`src/rtl/strobe_pkg.sv`:
```
// Shared definitions for the enable-strobe generator: FSM encoding, default
// periods and the period-select mux.
package strobe_pkg;

   typedef enum logic [1:0] {
      ST_IDLE = 2'd0,
      ST_RUN  = 2'd1,
      ST_DONE = 2'd2
   } state_e;

   localparam int unsigned DEF_NB_COUNT = 32;
   localparam int unsigned DEF_NB_BURST = 8;
   localparam int unsigned DEF_PERIOD_0 = 4;
   localparam int unsigned DEF_PERIOD_1 = 16;
   localparam int unsigned DEF_PERIOD_2 = 256;
   localparam int unsigned DEF_PERIOD_3 = 50_000_000;

   function automatic logic [31:0] select_period(
      input logic [1:0]  sel,
      input logic [31:0] p0,
      input logic [31:0] p1,
      input logic [31:0] p2,
      input logic [31:0] p3
   );
      logic [31:0] result;
      case (sel)
         2'd0:    result = p0;
         2'd1:    result = p1;
         2'd2:    result = p2;
         default: result = p3;
      endcase
      return result;
   endfunction

endpackage

```
`src/rtl/strobe_prescaler.sv`:
```
// Free-running period counter: counts 0..period-1 while run is high and flags
// the terminal count for exactly the cycle in which the counter sits at period-1.
module strobe_prescaler #(
   parameter int unsigned NB_COUNT = 32
) (
   input  logic                clock,
   input  logic                i_reset,
   input  logic                clear,
   input  logic                run,
   input  logic [NB_COUNT-1:0] period,
   output logic                o_tc
);

   logic [NB_COUNT-1:0] count_q;
   logic [NB_COUNT-1:0] count_d;
   logic [NB_COUNT-1:0] period_m1;

   assign period_m1 = period - NB_COUNT'(1);
   assign o_tc      = run && (count_q == period_m1);

   always_comb begin
      count_d = count_q;
      if (clear) begin
         count_d = '0;
      end else if (run) begin
         count_d = o_tc ? '0 : count_q + NB_COUNT'(1);
      end
   end

   always_ff @(posedge clock) begin
      if (!i_reset) begin
         count_q <= '0;
      end else begin
         count_q <= count_d;
      end
   end

endmodule

```
`src/rtl/strobe_gen.sv`:
```
// Programmable enable-strobe generator: single-cycle o_enable pulses at one of
// four periods, as a finite burst or continuously, under start/stop control.
module strobe_gen
   import strobe_pkg::*;
#(
   parameter int unsigned NB_COUNT = DEF_NB_COUNT,
   parameter int unsigned NB_BURST = DEF_NB_BURST,
   parameter int unsigned PERIOD_0 = DEF_PERIOD_0,
   parameter int unsigned PERIOD_1 = DEF_PERIOD_1,
   parameter int unsigned PERIOD_2 = DEF_PERIOD_2,
   parameter int unsigned PERIOD_3 = DEF_PERIOD_3
) (
   input  logic                clock,
   input  logic                i_reset,
   input  logic                i_start,
   input  logic                i_stop,
   input  logic [1:0]          i_sel,
   input  logic [NB_BURST-1:0] i_burst,
   output logic                o_enable,
   output logic                o_busy,
   output logic                o_done,
   output logic [NB_BURST-1:0] o_pulse_cnt
);

   state_e              state_q;
   state_e              state_d;
   logic [NB_COUNT-1:0] period_q;
   logic [NB_COUNT-1:0] period_d;
   logic [NB_BURST-1:0] burst_q;
   logic [NB_BURST-1:0] burst_d;
   logic [NB_BURST-1:0] pulse_cnt_q;
   logic [NB_BURST-1:0] pulse_cnt_d;
   logic                enable_q;
   logic                enable_d;
   logic                busy_q;
   logic                busy_d;
   logic                done_q;
   logic                done_d;

   logic                presc_clear;
   logic                presc_run;
   logic                presc_tc;

   // A stop in RUN must also suppress a strobe on a matching edge, so it gates run.
   assign presc_clear = (state_q != ST_RUN);
   assign presc_run   = (state_q == ST_RUN) && !i_stop;

   strobe_prescaler #(
      .NB_COUNT (NB_COUNT)
   ) u_prescaler (
      .clock   (clock),
      .i_reset (i_reset),
      .clear   (presc_clear),
      .run     (presc_run),
      .period  (period_q),
      .o_tc    (presc_tc)
   );

   always_comb begin
      state_d     = state_q;
      period_d    = period_q;
      burst_d     = burst_q;
      pulse_cnt_d = pulse_cnt_q;
      enable_d    = 1'b0;

      case (state_q)
         ST_IDLE: begin
            if (i_start && !i_stop) begin
               state_d     = ST_RUN;
               period_d    = NB_COUNT'(select_period(i_sel, PERIOD_0, PERIOD_1,
                                                     PERIOD_2, PERIOD_3));
               burst_d     = i_burst;
               pulse_cnt_d = '0;
            end
         end
         ST_RUN: begin
            if (i_stop) begin
               state_d = ST_IDLE;
            end else if (presc_tc) begin
               enable_d    = 1'b1;
               pulse_cnt_d = pulse_cnt_q + NB_BURST'(1);
               // A latched burst of zero means continuous: the count simply wraps.
               if ((burst_q != '0) && (pulse_cnt_d == burst_q)) begin
                  state_d = ST_DONE;
               end
            end
         end
         ST_DONE: begin
            state_d = ST_IDLE;
         end
         default: begin
            state_d = ST_IDLE;
         end
      endcase

      busy_d = (state_d == ST_RUN);
      done_d = (state_d == ST_DONE);
   end

   always_ff @(posedge clock) begin
      if (!i_reset) begin
         state_q     <= ST_IDLE;
         period_q    <= '0;
         burst_q     <= '0;
         pulse_cnt_q <= '0;
         enable_q    <= 1'b0;
         busy_q      <= 1'b0;
         done_q      <= 1'b0;
      end else begin
         state_q     <= state_d;
         period_q    <= period_d;
         burst_q     <= burst_d;
         pulse_cnt_q <= pulse_cnt_d;
         enable_q    <= enable_d;
         busy_q      <= busy_d;
         done_q      <= done_d;
      end
   end

   assign o_enable    = enable_q;
   assign o_busy      = busy_q;
   assign o_done      = done_q;
   assign o_pulse_cnt = pulse_cnt_q;

endmodule

```
`config.mk`:
```
export PLATFORM = sky130hd
export DESIGN_NAME = strobe_gen
export DESIGN_NICKNAME = d
export VERILOG_FILES = /design/src/rtl/strobe_pkg.sv /design/src/rtl/strobe_prescaler.sv /design/src/rtl/strobe_gen.sv
export SDC_FILE = /design/constraint.sdc
export NUM_CORES = 1
export LEC_CHECK = 0
export BUFFER_PORTS_ARGS = -buffer_cell sky130_fd_sc_hd__buf_2
export CORE_ASPECT_RATIO = 2
export CORE_MARGIN = 8
export CORE_UTILIZATION = 45
export DETAILED_ROUTE_END_ITERATION = 12
export GPL_ROUTABILITY_DRIVEN = 0
export PLACE_DENSITY = 0.76
export SLEW_MARGIN = 15
export SYNTH_ARGS = -nofsm -noshare
export SYNTH_HDL_FRONTEND = slang
export SYNTH_SLANG_ARGS = --single-unit
export TNS_END_PERCENT = 50
```
`constraint.sdc`:
```
create_clock -name clock -period 2.65 [get_ports clock]
set_input_delay 0.3975 -clock clock [delete_from_list [all_inputs] [get_ports clock]]
set_output_delay 0.3975 -clock clock [all_outputs]
set_load 0.02 [all_outputs]
```
==> impl_metrics.ini <==
[routing]
top_layer = met4
wirelength_met1_mm = 3.27
dr_total_vias = 2771
drtAntennaViolNets = 0
route.met3.wl_um = 358
dr.pass1.iters = 5
drc_errors = 0
wl_met2_mm = 3.57
avgViaCountPerCell = 5.39
wirelength_mm = 7.43
wl_per_cell_um = 14.4
drtIter0Drc = 270

[critical_path]
crit_fanout = 5
crit_path_start = period_q[4]
critPathCaptureType = register
r2r_start = period_q[4]
required_ps = 2860
cp-start-kind = register
crit_type = reg -> reg
worstPathArrival_ps = 2980

[sta]
setup_viol = 41
worst_slew_pin_slew_ps = 568
rsz0062_at_grt = true
finalSetupTns_ps = -2750
maxSlewViolCount = 0
hold_ws_ps = 319
layout_setup_ws_ps = -119
timing.fmax_mhz = 361
fin_worst_skew_ps = 5.33
period_share_pct = 105
finalHoldViolations = 0
slew_headroom_pct = 62.0
min_period_ps = 2770

[pwr]
p_clk_share_pct = 49.2
ir_drop_mv = 0.447
p_total_mw = 2.02
cellLeakagePower_nw = 1.44
switching_power_uw = 455
switching_share_pct = 22.5
seq_power_share_pct = 43.3
combinationalPowerShare_pct = 7.5
p_int_mw = 1.57
powerDensity_nw_per_um2 = 530

[global_routing]
grt_max_degree = 32
grt_pass1_vias = 2566
grtUsageTotal_pct = 15.8
grt_pass1_wl_mm = 12.2
antenna_found_initial = 0
gr-total-overflow = 0

[die]
dieArea_um2 = 9930
start_util_pct = 45.6
ios = 25
die_h_um = 133
core-area_um2 = 6780
rows = 43
die_w_um = 74.6

[synthesis]
synth-seq-cells = 57
synth-edff-count = 0
netlist_area_um2 = 3090
yosys_warnings = 0
synth_top_area_share_pct = 37.0
async_flop_share_pct = 0
synth-main-ff-cell = dfxtp_1
syn_avg_cell_area_um2 = 8.37
synth_largest_area_cell = dfxtp_1
netlist_top_cells_count = dfxtp_1 (57), nand2_1 (46), nor2_1 (44), xor2_1 (27), nand3_1 (24)
yosysUniqueCellTypes = 47
synth_area_leaders = dfxtp_1 (37%), xor2_1 (7.7%), xnor2_1 (6.0%)
syn-num-nets = 388
synthCells = 369
synth_seq_area_share_pct = 37.0
synth.most_common_cell = dfxtp_1

[clock_tree]
cts_num_sinks = 57
htreeDepth = 3
cts_root_buf = clkbuf_16
numCtsBuffers = 9
worstSkewPairLatency_ps = 330
clk_pin_slew_ps = 50
cts_tree = built
clockBufferDepth = 2

[status]
status = finished with violations
violations = setup timing

[finish]
area.sequential_um2 = 1150
area_growth_pct = 23.6
num_antenna_cells = 0
multiInputGateArea_um2 = 1900
finalNetCount = 438
final.fill_count = 628
post-route-util_pct = 56.3
drive_gt1_share_pct = 20.5

[placement]
dp_slack_ps = -189
hpwl_mm = 5.18
port_buffers = 24

[run]
maxCapViolCount = 0

[min_path]
hold_class = in -> reg
min_from = i_burst[7]
-- what timing repair did --
| item | 4_1_cts | 5_1_grt |
|---|---|---|
| setup endpoints to repair | 42 | 42 |
| pin swaps | 7 | 7 |
| cloned | 0 | 1 |
| setup buffers | 1 | 2 |
| gates resized for setup | 12 | 7 |
| hold buffers | 0 | 0 |
-- metal layers --
layer | vias to the layer above | global-route usage (%)
met2 | 62 | 23.6
li1 | 1396 | -
met1 | 1298 | 19.7
met3 | 15 | 3.92
met4 | 0 | 9.23
met5 | - | 0
-- registers in the layout, indices dropped and copies added, names as in the netlist --
| signal | flops |
|---|---|
| state_q | 2 |
| o_busy | 1 |
| u_prescaler.count_q | 32 |
| period_q | 4 |
| o_pulse_cnt | 8 |
| burst_q | 8 |
| o_done | 1 |
| o_enable | 1 |
-- final timing paths --
check	cells past startpoint	to	slack, ps
setup / recovery	12	o_pulse_cnt[1]	-120
hold / removal	3	burst_q[7]	320
setup reg to reg	12	o_pulse_cnt[1]	-120
hold reg to reg	2	burst_q[0]	470
-- layout by cell type (no fill, tap or decap), types with 8 or more instances in the layout --
| master | n |
|---|---|
| clkbuf_16 | 10 |
| nand2_1 | 46 |
| buf_4 | 22 |
| nor3_1 | 10 |
| nor2_1 | 40 |
| nand4_1 | 9 |
| xnor2_1 | 21 |
| a21boi_0 | 11 |
| nand3_1 | 24 |
| dfxtp_1 | 55 |
| xor2_1 | 27 |
| buf_2 | 24 |
| and3_1 | 8 |
-- power groups by stage --
stage / clock network [mW] / logic, mW / registers (mW)
2_1_floorplan: 0 / 0.0909 / 0.891
3_3_place_gp: 0 / 0.136 / 0.892
3_5_place_dp: 0 / 0.139 / 0.892
4_1_cts: 1.01 / 0.145 / 0.875
5_1_grt: 1.05 / 0.166 / 0.875
6_report: 0.995 / 0.151 / 0.876
-- worst max-delay path, cell delays in order, from the launching register on --
cell	delay, ps
dfxtp_4	340
inv_2	40
ha_4	150
nor3b_4	140
ha_1	280
or4b_4	460
a222oi_1	330
nand4bb_1	190
nor4_4	260
buf_4	180
buf_6	110
nand3b_1	100
a21boi_1	70
-- kinds of logic after synthesis --
family	count (synthesis)	share of synthesized area [%]
muxes	5	1.62
buffers and inverters	18	3.36
and+or+nand+nor	193	33.4
DFF	57	37.0
adders and majority gates	5	2.03
xor gates and xnor gates	48	13.6
AOI/OAI and AO/OA	43	9.04
-- final cells by class --
cell class	instances	share of cell area, %
multi-input combinational	294	49.8
tap	90	2.95
sequential	57	30.1
timing repair buffer	51	9.77
clock buffer	12	6.20
clock inverter	4	0.525
inverter	6	0.656
-- per-stage QoR --
stage	instance area, um2	cells
6_report	3820	514
5_1_grt	3820	514
3_5_place_dp	3480	494
4_1_cts	3760	511
2_1_floorplan	3120	369
3_3_place_gp	3480	494
(Power assumes the default switching activity.)
